$ cat src/rtl/s1s2_pack_pkg.sv
// Shared constants for the S1S2 reader/packer: FSM encodings and sizing helpers.
package s1s2_pack_pkg;

  typedef logic [2:0] state_t;

  localparam state_t ST_IDLE  = 3'd0;
  localparam state_t ST_READ  = 3'd1;
  localparam state_t ST_DRAIN = 3'd2;
  localparam state_t ST_FLUSH = 3'd3;
  localparam state_t ST_DONE  = 3'd4;

  // Counter width for v distinct values, never narrower than one bit.
  function automatic int clog2_min1(input int v);
    return (v <= 2) ? 1 : $clog2(v);
  endfunction

  function automatic int depth_p(input int nn, input int dd);
    return (2 * nn + dd - 1) / dd;
  endfunction

endpackage

$ cat src/rtl/s1s2_pack_if.sv
// Handshake, S1S2 read port and packed-memory write port of the packer.
interface s1s2_pack_if #(
  parameter int M     = 79,
  parameter int WIDTH = 395,
  parameter int AW    = 7,
  parameter int PAW   = 5
);
  logic             start;
  logic             busy;
  logic             finish;
  logic [2*M-1:0]   S1S2_din;
  logic [AW-1:0]    S1S2_addr;
  logic             S1S2_rw;
  logic [WIDTH-1:0] P_dout;
  logic [PAW-1:0]   P_addr;
  logic             P_rw;

  // master is the packer itself; slave is the surrounding system
  modport master (
    input  start, S1S2_din,
    output busy, finish, S1S2_addr, S1S2_rw, P_dout, P_addr, P_rw
  );

  modport slave (
    output start, S1S2_din,
    input  busy, finish, S1S2_addr, S1S2_rw, P_dout, P_addr, P_rw
  );
endinterface

$ cat src/rtl/s1s2_pack_shift.sv
// Pack shift register and slot counter; new elements enter at the LSB end so
// the oldest element of a full word sits in the MSBs.
module s1s2_pack_shift #(
  parameter int M   = 79,
  parameter int D   = 5,
  parameter int REM = 4,
  parameter int SW  = 3
) (
  input  logic           clk,
  input  logic           rst,
  input  logic           clr,
  input  logic           cap,
  input  logic [M-1:0]   din_hi,
  output logic [M*D-1:0] pack_next,
  output logic           slot_full,
  output logic [M*D-1:0] pad_word
);
  localparam int WIDTH = M * D;

  logic [WIDTH-1:0] pack_q, pack_d;
  logic [SW-1:0]    slot_q, slot_d;

  generate
    if (D > 1) begin : g_shift
      assign pack_next = {pack_q[WIDTH-M-1:0], din_hi};
    end else begin : g_single
      assign pack_next = din_hi;
    end
  endgenerate

  // Tail word: push stale older elements out the top, zero-fill the empty slots.
  generate
    if (REM == 0) begin : g_no_pad
      assign pad_word = '0;
    end else begin : g_pad
      assign pad_word = pack_next << ((D - REM) * M);
    end
  endgenerate

  assign slot_full = cap && (slot_q == SW'(D - 1));

  always_comb begin
    pack_d = pack_q;
    slot_d = slot_q;
    if (clr) begin
      pack_d = '0;
      slot_d = '0;
    end else if (cap) begin
      pack_d = pack_next;
      slot_d = slot_full ? '0 : slot_q + SW'(1);
    end
  end

  always_ff @(posedge clk) begin
    if (rst) begin
      pack_q <= '0;
      slot_q <= '0;
    end else begin
      pack_q <= pack_d;
      slot_q <= slot_d;
    end
  end

endmodule

$ cat src/rtl/s1s2_pack.sv
// Walks all 2n S1S2 entries, packs the product fields d per word and writes
// them to packed memory P, finishing with a zero-padded tail word if needed.
module s1s2_pack
  import s1s2_pack_pkg::*;
#(
  parameter int n        = 47,
  parameter int m        = 79,
  parameter int d        = 5,
  parameter int DELAY_rd = 1
) (
  input  logic       clk,
  input  logic       rst,
  s1s2_pack_if.master bus
);
  localparam int WIDTH   = m * d;
  localparam int DEPTH_P = depth_p(n, d);
  localparam int AW      = clog2_min1(2 * n);
  localparam int PAW     = clog2_min1(DEPTH_P);
  localparam int SW      = clog2_min1(d);
  localparam int REM     = (2 * n) % d;
  localparam int LAST    = 2 * n - 1;

  state_t             state_q, state_d;
  logic [AW-1:0]      addr_q, addr_d;
  logic [AW-1:0]      cap_cnt_q, cap_cnt_d;
  logic [DELAY_rd-1:0] vld_q, vld_d;
  logic [PAW-1:0]     wcnt_q, wcnt_d;
  logic [PAW-1:0]     p_addr_q, p_addr_d;
  logic [WIDTH-1:0]   p_dout_q, p_dout_d;
  logic               p_rw_q, p_rw_d;

  logic               accept, issue, cap_valid, last_cap, pad_fire;
  logic               slot_full;
  logic [WIDTH-1:0]   pack_next, pad_word;
  logic               unused_lo;

  assign accept    = (state_q == ST_IDLE) && bus.start;
  assign issue     = (state_q == ST_READ);
  assign cap_valid = vld_q[DELAY_rd-1];
  assign last_cap  = cap_valid && (cap_cnt_q == AW'(LAST));
  assign pad_fire  = last_cap && (REM != 0);
  assign unused_lo = ^bus.S1S2_din[m-1:0];

  // Valid tag travels alongside each outstanding read for the memory latency.
  genvar gi;
  generate
    for (gi = 0; gi < DELAY_rd; gi++) begin : g_vld
      if (gi == 0) begin : g_head
        assign vld_d[gi] = issue;
      end else begin : g_tail
        assign vld_d[gi] = vld_q[gi-1];
      end
    end
  endgenerate

  s1s2_pack_shift #(
    .M   (m),
    .D   (d),
    .REM (REM),
    .SW  (SW)
  ) u_shift (
    .clk       (clk),
    .rst       (rst),
    .clr       (accept),
    .cap       (cap_valid),
    .din_hi    (bus.S1S2_din[2*m-1:m]),
    .pack_next (pack_next),
    .slot_full (slot_full),
    .pad_word  (pad_word)
  );

  always_comb begin
    state_d   = state_q;
    addr_d    = addr_q;
    cap_cnt_d = cap_cnt_q;
    wcnt_d    = wcnt_q;
    p_addr_d  = p_addr_q;
    p_dout_d  = p_dout_q;
    p_rw_d    = 1'b0;

    case (state_q)
      ST_IDLE: begin
        if (bus.start) begin
          state_d   = ST_READ;
          addr_d    = '0;
          cap_cnt_d = '0;
          wcnt_d    = '0;
        end
      end
      ST_READ: begin
        if (addr_q == AW'(LAST)) state_d = ST_DRAIN;
        else                     addr_d  = addr_q + AW'(1);
      end
      ST_DRAIN: if (last_cap) state_d = ST_FLUSH;
      ST_FLUSH: state_d = ST_DONE;
      ST_DONE:  state_d = ST_IDLE;
      default:  state_d = ST_IDLE;
    endcase

    if (cap_valid) cap_cnt_d = cap_cnt_q + AW'(1);

    // The tail word is launched on the final capture, so it is on the port
    // during FLUSH and finish follows one cycle after the last write.
    if (slot_full) begin
      p_dout_d = pack_next;
      p_rw_d   = 1'b1;
      p_addr_d = wcnt_q;
      wcnt_d   = wcnt_q + PAW'(1);
    end else if (pad_fire) begin
      p_dout_d = pad_word;
      p_rw_d   = 1'b1;
      p_addr_d = PAW'(DEPTH_P - 1);
      wcnt_d   = wcnt_q + PAW'(1);
    end
  end

  always_ff @(posedge clk) begin
    if (rst) begin
      state_q   <= ST_IDLE;
      addr_q    <= '0;
      cap_cnt_q <= '0;
      vld_q     <= '0;
      wcnt_q    <= '0;
      p_addr_q  <= '0;
      p_dout_q  <= '0;
      p_rw_q    <= 1'b0;
    end else begin
      state_q   <= state_d;
      addr_q    <= addr_d;
      cap_cnt_q <= cap_cnt_d;
      vld_q     <= vld_d;
      wcnt_q    <= wcnt_d;
      p_addr_q  <= p_addr_d;
      p_dout_q  <= p_dout_d;
      p_rw_q    <= p_rw_d;
    end
  end

  assign bus.busy      = (state_q == ST_READ) || (state_q == ST_DRAIN) || (state_q == ST_FLUSH);
  assign bus.finish    = (state_q == ST_DONE);
  assign bus.S1S2_addr = addr_q;
  assign bus.S1S2_rw   = 1'b0;
  assign bus.P_dout    = p_dout_q;
  assign bus.P_addr    = p_addr_q;
  // A write still in the output register is suppressed while reset is high.
  assign bus.P_rw      = p_rw_q & ~rst;

endmodule

$ cat src/flat_wrapper.sv
// flat-port wrapper written by rule: the top's interface ports become plain ports
module s1s2_pack_flat import s1s2_pack_pkg::*;
#(
  parameter int n        = 47,
  parameter int m        = 79,
  parameter int d        = 5,
  parameter int DELAY_rd = 1
)
  (clk, rst, bus_start, bus_S1S2_din, bus_busy, bus_finish, bus_S1S2_addr, bus_S1S2_rw, bus_P_dout, bus_P_addr, bus_P_rw);
  s1s2_pack_if #(.M(79), .WIDTH(395), .AW(7), .PAW(5)) bus_i ();
  input  logic clk;
  input  logic rst;
  input wire logic [$bits(bus_i.start)-1:0] bus_start;
  input wire logic [$bits(bus_i.S1S2_din)-1:0] bus_S1S2_din;
  output wire logic [$bits(bus_i.busy)-1:0] bus_busy;
  output wire logic [$bits(bus_i.finish)-1:0] bus_finish;
  output wire logic [$bits(bus_i.S1S2_addr)-1:0] bus_S1S2_addr;
  output wire logic [$bits(bus_i.S1S2_rw)-1:0] bus_S1S2_rw;
  output wire logic [$bits(bus_i.P_dout)-1:0] bus_P_dout;
  output wire logic [$bits(bus_i.P_addr)-1:0] bus_P_addr;
  output wire logic [$bits(bus_i.P_rw)-1:0] bus_P_rw;
  assign bus_i.start = bus_start;
  assign bus_i.S1S2_din = bus_S1S2_din;
  assign bus_busy = bus_i.busy;
  assign bus_finish = bus_i.finish;
  assign bus_S1S2_addr = bus_i.S1S2_addr;
  assign bus_S1S2_rw = bus_i.S1S2_rw;
  assign bus_P_dout = bus_i.P_dout;
  assign bus_P_addr = bus_i.P_addr;
  assign bus_P_rw = bus_i.P_rw;
  s1s2_pack #(.n(n), .m(m), .d(d), .DELAY_rd(DELAY_rd)) u_core (.clk(clk), .rst(rst), .bus(bus_i));
endmodule
$ cat config.mk
export PLATFORM = sky130hd
export DESIGN_NAME = s1s2_pack_flat
export DESIGN_NICKNAME = d
export VERILOG_FILES = /design/src/rtl/s1s2_pack_pkg.sv /design/src/rtl/s1s2_pack_if.sv /design/src/rtl/s1s2_pack_shift.sv /design/src/rtl/s1s2_pack.sv /design/src/flat_wrapper.sv
export SDC_FILE = /design/constraint.sdc
export NUM_CORES = 1
export LEC_CHECK = 0
export CAP_MARGIN = 20
export CORE_ASPECT_RATIO = 0.6
export CORE_MARGIN = 2
export CORE_UTILIZATION = 30
export DETAILED_ROUTE_END_ITERATION = 6
export PLACE_DENSITY = 0.57
export SLEW_MARGIN = 20
export SYNTH_ARGS = -nofsm -noshare
export SYNTH_HDL_FRONTEND = slang
export SYNTH_HIERARCHICAL = 1
export SYNTH_SLANG_ARGS = --single-unit
$ cat constraint.sdc
create_clock -name clk -period 5.9 [get_ports clk]
set_input_delay 0.885 -clock clk [delete_from_list [all_inputs] [get_ports clk]]
set_output_delay 0.885 -clock clk [all_outputs]
set_load 0.1 [all_outputs]
# After elaboration in Yosys (flattened, before gate mapping)
# Cells that the tools add are included.
[classes]
add_sub_neg = 4
eq_ne = 11
muxes = 20
bitwise_logic = 2
reduce_logical = 17
[op_table]
columns = ["op", "count"]
rows = [
  ["$mux 395", 2],
  ["$mux 5", 6],
  ["$mux 7", 4],
  ["$add 7x1->7 const B", 2],
  ["$eq 7x7->1 const B", 2],
  ["$pmux 7 s2", 1],
  ["$mux 3", 4],
  ["$pmux 3 s4", 1],
  ["$reduce_bool 2->1", 4],
  ["$eq 3x2->1 const B", 2],
  ["$eq 3x3->1 const B", 2],
  ["$ne 2x2->1 const B", 3],
  ["$reduce_and 3->1", 2],
  ["$reduce_bool 3->1", 2],
  ["$add 5x1->5 const B", 1],
  ["$reduce_and 2->1", 2],
  ["$add 3x1->3 const B", 1],
  ["$eq 3x1->1 const B", 1],
  ["$logic_and 1x1->1", 3],
  ["$logic_not 3->1", 1],
  ["$logic_or 1x1->1", 2],
  ["$mux 1", 2],
  ["$ne 2x1->1 const B", 1],
  ["$reduce_or 2->1", 1],
  ["other kinds (2)", 2],
]
[word_totals]
ff_bits = 743
input_bits = 161
out_inout_bits = 411

# Depth between registers and ports, before layout
# Gate-level depths: netlist (run 1).
[logic_depth]
ltp_word = 4
mapped_depth = 9

# Cells and area by module
# Netlist (run 1), hierarchy kept.
[by_module_without_submodules]
columns = ["module", "instances", "cells_each", "area_each_um2", "seq_area_each_um2"]
rows = [
  ["s1s2_pack", 1, 2409, 24584.8, 8488.1],
  ["s1s2_pack_shift", 1, 1514, 15239.6, 6386.1],
]

# Worst setup path after synthesis (run 1)
# Ideal clock, no wire load.
[synth_path]
path_kind = "input -> output"
start = "input port rst"
end = "output port bus_P_rw"
arrival_time_ns = 2.616
slack_ns = 2.399
path_stages = 3
path_buffers = 2
path_cell_list = "clkbuf_1 > buf_1 > nor2b_1"
[synth_via]
elab_chain_len = 2
[synth_lines]
columns = ["element", "line_no", "source"]
rows = [
  ["start: declaration", "flat_wrapper.sv:12", "input logic rst;"],
  ["$not 1->1", "s1s2_pack.sv:146", "assign bus.P_rw = p_rw_q & ~rst;"],
  ["$and 1x1->1", "s1s2_pack.sv:146", ""],
  ["end: declaration", "flat_wrapper.sv:21", "output wire logic [$bits(bus_i.P_rw)-1:0] bus_P_rw;"],
]
# Every way passes these cells.

# Worst setup path after layout (run 1)
# Same ends and word-level chain as after synthesis.

==> results.yml, run 1 <==
worst_setup_path:
  crit_slowest_cell: "clkdlybuf4s50_1"
  critical_path.top_delay_family: "buffers and inverters"
  path_buf_inv: 2
  critPathKind: "in -> out"
  crit_path_max_incr_delay_ns: 1.17
  path_max_fanout: 70
  cp_cell_sequence: "buf_8, nor2b_1, clkdlybuf4s50_1"
  endpoint_kind: "output pin"
  required_ns: 5.02
  cp_data_arrival_time_ns: 2.54
  startpoint_type: "input pin"
clock_tree:
  post-cts-setup-buffer-count: 0
  path_clk_slew_ns: 0.06
  cts_buffers: 83
  cts_root_buffer: "clkbuf_16"
  cts_buffer_depth: 3
  insertion_delay_ns: 0.68
  cts_hold_buf: 0
  cts_sinks: 743
  tritoncts: "yes"
  htree_levels: 3
  post_cts_resized: 0
place:
  routabilityCongestion: 0.776
  io_buffers: 491
  preCtsSetupSlack_ns: 2.29
  dp_hpwl_mm: 66.6
yosys:
  synth-seq-cells: 743
  synth_top_area_cell: "dfxtp_1"
  synth_area_per_cell_um2: 10.2
  yosys.cell_types.count: 53
  async_reset_ff_frac: 0
  synth_top_area_frac: 0.373
  syn_area_um2: 39800
  synth-edff-count: 0
  seq_area_frac_synth: 0.373
  synthCells: 3923
  ys.flop_type: "dfxtp_1"
  synth.area.top_cells: "dfxtp_1 37%, nor4_2 12%, nor3_2 9.9%"
  ys_warn_count: 6
pwr:
  pwr-share-seq: 0.465
  power_density_nw_per_um2: 246
  combPwrFrac: 0.037
  power.internal_mw: 8.27
  p_sw_frac: 0.242
  p_clk_frac: 0.498
  ir_drop_v: 0.000177
  p_sw_mw: 2.64
  p_leak_nw: 14.8
sta:
  finalSetupTns_ns: 0
  holdWs_ns: 0.491
  finalCriticalPeriod_ns: 3.42
  setup_viol: 0
  tightest_slew_ns: 1.19
  fin_crit_sh: 0.580
  relSlewSlack: 0.201
  fmax_mhz: 292
  finalHoldViolations: 0
  worst_clock_skew_ns: 0.0181
  layout_setup_ws_ns: 2.48
  rsz0062_at_grt: "no"
  slew_viol_final: 0
flow_run:
  max_cap_viol_count: 0
drt:
  wl_mm: 106
  wire_per_inst_um: 18.8
  wl_met1_mm: 53.3
  drc: 0
  wl_met2_mm: 45.1
  drt-pass1-iter-count: 7
  drt_iter0_drc: 1524
  antenna_left: 0
  vias: 26170
  dr_wl_met3_mm: 5.68
  via_per_inst: 4.63
  highest_layer: "met4"
min_path:
  hold_path.class: "reg -> reg"
floorplan:
  die_height_um: 286
  coreArea_um2: 132000
  die_area_um2: 136000
  die_w_um: 474
  num_rows: 103
  io_pins: 572
  initial_utilization: 0.303
layout:
  mostFrequentLayoutCell: "dfxtp_1"
  fin_nets: 3970
  area_growth_pct: 11.3
  layout_common_cells: "742 x dfxtp_1, 470 x clkdlybuf4s50_1, 400 x nor2b_1, 397 x nor3_1"
  drive_gt1_frac: 0.265
run_status:
  status: "complete, no violations"
global_routing:
  grt_usage: 0.151
  grt_pass1_wl_mm: 161
  grt_start_max_net_pins: 183
  grt_pass1_vias: 24910
  antenna_found_initial: 4
  overflow: 0
worst paths after layout:
check | from | endpoint | slack [ns] | cells after the start
worst max-delay path | rst | bus_P_rw | 2.48 | 3
worst min-delay path | u_core/wcnt_q[4] | u_core/wcnt_q[4] | 0.49 | 2
worst max register to register | u_core/cap_valid | u_core/bus.P_dout[122] | 2.64 | 5
worst min register to register | u_core/wcnt_q[4] | u_core/wcnt_q[4] | 0.49 | 2
power groups by stage:
stage	combinational [mW]	sequential (mW)	clock, mW
after floorplan	0.427	5.17	0
after global placement	0.406	5.18	0
after detailed placement	0.408	5.19	0
after CTS	0.409	5.07	5.64
after global routing	0.430	5.07	5.82
final	0.403	5.07	5.43
cells in the mapped netlist (2+ instances only):
cell and n:
ha_1 7, and3b_1 2, nand3b_1 6, nand4b_1 2, a21oi_1 15, mux2i_1 317
conb_1 2, nand2b_1 2, nor3_1 397, clkbuf_4 4, nor2_2 20, inv_1 8
buf_1 7, or4_1 2, a211oi_1 3, dfxtp_1 743, a221oi_1 2, clkbuf_1 155
and2_1 4, buf_12 44, nand3_1 10, a311oi_1 2, buf_6 69, and3_1 3
nor2b_1 400, buf_4 515, xor2_1 4, nor2_1 321, nor3_2 395, buf_2 26
nor4_2 395, nand2_1 12, o21ai_0 6, o22ai_1 4
cell type report:
| cell class | count | area (um^2) |
|---|---|---|
| sequential | 743 | 14900 |
| timing repair buffer | 537 | 5460 |
| inverter | 8 | 30.0 |
| antenna | 2 | 5.00 |
| clock buffer | 113 | 2360 |
| tap | 1785 | 2230 |
| clock inverter | 37 | 438 |
| multi-input combinational | 2429 | 18900 |
| fill | 13230 | 87300 |
routing by layer:
layer / up-vias / global-route usage
li1: 12855 / -
met1: 12805 / 0.219
met2: 382 / 0.220
met3: 128 / 0.0413
met4: 0 / 0.0383
met5: - / 0
flip-flops by register name (all words and copies together) (netlist names):
| name | count |
|---|---|
| u_core/bus.P_addr | 5 |
| u_core/bus.P_dout | 395 |
| u_core/bus.S1S2_addr | 7 |
| u_core/cap_cnt_q | 7 |
| u_core/cap_valid | 1 |
| u_core/p_rw_q | 1 |
| u_core/state_q | 3 |
| u_core/u_shift/pack_q | 316 |
| u_core/u_shift/slot_q | 3 |
| u_core/wcnt_q | 5 |
cells by family after synthesis:
group / synth area share
AND/OR/NAND/NOR: 0.378
buffers and inverters: 0.159
flip-flops: 0.373
multiplexers: 0.0797
AO/OA/AOI/OAI: 0.00619
adder cells (fa/ha/maj): 0.00220
XOR/XNOR: 0.00110
other: 0.000189
worst min-delay path, stage by stage (launching register included):
cell and delay (ns):
dfxtp_1 0.33, nand2_1 0.06, a21oi_1 0.05
per-stage QoR:
stage           util  cells  area [um^2]  power [mW]
4_1_cts        0.337   5652        44300        11.1
3_3_place_gp   0.316   5502        41500        5.59
5_1_grt        0.337   5654        44300        11.3
2_1_floorplan      -   4001        40100        5.60
3_5_place_dp   0.316   5502        41500        5.59
6_report       0.337   5654        44300        10.9
No activity file was read; power rests on OpenSTA's default activity.
==> inputs of run 2 (changes only) <==
clock period = 3.21 ns   (was 5.9 ns; I/O delays follow)
==> run 2 against run 1 <==
  * Clock power up 73%
  * Sequential share of layout area up 0.31 points
  * Critical path depth decreased by 2
  * Setup slack got worse by 1.9 ns
  * Global-route usage rose by 0.39 points
  * Power is 79% higher
  * Critical path type is now reg -> out
  * Largest power group unchanged
  * Highest routed layer unchanged
==> results.yml, run 2 (synthesized netlist as in run 1, its figures left out) <==
run_status:
  status: "complete, no violations"
floorplan:
  num_rows: 103
  coreArea_um2: 132000
  die_height_um: 286
  initial_utilization: 0.303
  die_area_um2: 136000
  io_pins: 572
  die_w_um: 474
layout:
  drive_gt1_frac: 0.354
  fin_nets: 4008
  largest_register_ffs: 395
  finish.instance_area_um2: 43900
  mostFrequentLayoutCell: "dfxtp_1"
  layout_common_cells: "742 x dfxtp_1, 400 x nor2b_1, 397 x nor3_1, 395 x nor3_2, 395 x nor4_2"
  area_growth_pct: 10.3
worst_setup_path:
  required_ns: 2.73
  cp_data_arrival_time_ns: 2.20
  endpoint_kind: "output pin"
  path_max_fanout: 2
  critPathKind: "reg -> out"
  cp_cell_sequence: "clkdlybuf4s50_1"
  crit_slowest_cell: "clkdlybuf4s50_1"
  crit_path_max_incr_delay_ns: 1.16
  critical_path.top_delay_family: "buffers and inverters"
  startpoint_type: "flop"
  path_buf_inv: 1
global_routing:
  grt_pass1_wl_mm: 165
  overflow: 0
  antenna_found_initial: 5
  grt_start_max_net_pins: 114
  grt_usage: 0.155
  grt_pass1_vias: 25471
sta:
  fin_crit_sh: 0.835
  fmax_mhz: 373
  relSlewSlack: 0.293
  rsz0062_at_grt: "no"
  setup_viol: 0
  finalCriticalPeriod_ns: 2.68
  finalHoldViolations: 0
  worst_clock_skew_ns: 0.0246
  slew_viol_final: 0
  finalSetupTns_ns: 0
  tightest_slew_ns: 1.06
clock_tree:
  cts_buffer_depth: 3
  cts_sinks: 743
  post_cts_resized: 0
  path_clk_slew_ns: 0.06
  cts_hold_buf: 0
  insertion_delay_ns: 0.66
  tritoncts: "yes"
  cts_root_buffer: "clkbuf_16"
  post-cts-setup-buffer-count: 0
  htree_levels: 3
  cts_buffers: 80
pwr:
  combPwrFrac: 0.040
  pwr-share-seq: 0.477
  ir_drop_v: 0.000384
  p_clk_frac: 0.483
  power_density_nw_per_um2: 444
  p_leak_nw: 15.7
  power.internal_mw: 14.9
  p_sw_frac: 0.238
  p_sw_mw: 4.65
drt:
  wl_met2_mm: 45.5
  drt_iter0_drc: 1440
  drc: 0
  wl_mm: 108
  vias: 26417
  dr_wl_met3_mm: 5.98
  wl_met1_mm: 53.8
  drt-pass1-iter-count: 5
  antenna_left: 0
  wire_per_inst_um: 19.1
  highest_layer: "met4"
  via_per_inst: 4.65
place:
  routabilityCongestion: 0.792
  io_buffers: 491
  dp_hpwl_mm: 70.9
  place_area_um2: 41300
flow_run:
  max_cap_viol_count: 0
min_path:
  hold_path.class: "in -> reg"
run 2: changes by cell type in the layout (fill, tap and decap cells not counted), sizes merged:
cell | previous run | this run
bufinv | 6 | 3
clkbuf | 113 | 117
clkinvlp | 5 | 2
clkinv | 16 | 14
clkdlybuf4s50 | 470 | 144
inv | 18 | 12
diode | 2 | 3
buf | 67 | 434
run 2: final timing paths:
check,from,to,slack [ns],cells past startpoint
hold / removal,rst,u_core/bus.S1S2_addr[3],0.33,2
setup reg to reg,u_core/cap_valid,u_core/bus.P_dout[294],0.75,4
hold reg to reg,u_core/wcnt_q[4],u_core/wcnt_q[4],0.49,2
setup / recovery,u_core/bus.P_dout[94],bus_P_dout[94],0.53,1
run 2: per-layer routing:
layer / GRT usage / up-vias
met3: 0.0406 / 135
li1: - / 12926
met1: 0.225 / 12895
met2: 0.223 / 461
met4: 0.0457 / 0
met5: 0 / -
run 2: final cells by class:
cell class | count | area (um^2)
Clock inverter | 23 | 218
Multi-Input combinational cell | 2429 | 18900
Fill cell | 13408 | 87700
Timing Repair Buffer | 578 | 5270
Sequential cell | 743 | 14900
Antenna cell | 3 | 7.51
Tap cell | 1785 | 2230
Inverter | 8 | 30.0
Clock buffer | 117 | 2360
run 2: power groups by stage:
stage               combinational, mW  sequential (mW)  clock, mW
floorplan                       0.785             9.50          0
global placement                0.786             9.52          0
detailed placement              0.787             9.52          0
CTS                             0.789             9.31       9.79
global route                    0.832             9.31       10.1
finish                          0.780             9.32       9.42
run 2: stage by stage:
step | utilization | setup WS [ns] | hold slack (ns) | total power [mW] | std cells
after CTS | 0.334 | 0.426 | 0.257 | 19.9 | 5683
after global routing | 0.334 | 0.440 | 0.291 | 20.3 | 5686
after global placement | 0.314 | 0.725 | 0.472 | 10.3 | 5543
after detailed placement | 0.314 | 0.722 | 0.478 | 10.3 | 5543
final | 0.334 | 0.530 | 0.326 | 19.5 | 5686
after floorplan | - | 0.516 | 0.458 | 10.3 | 4001
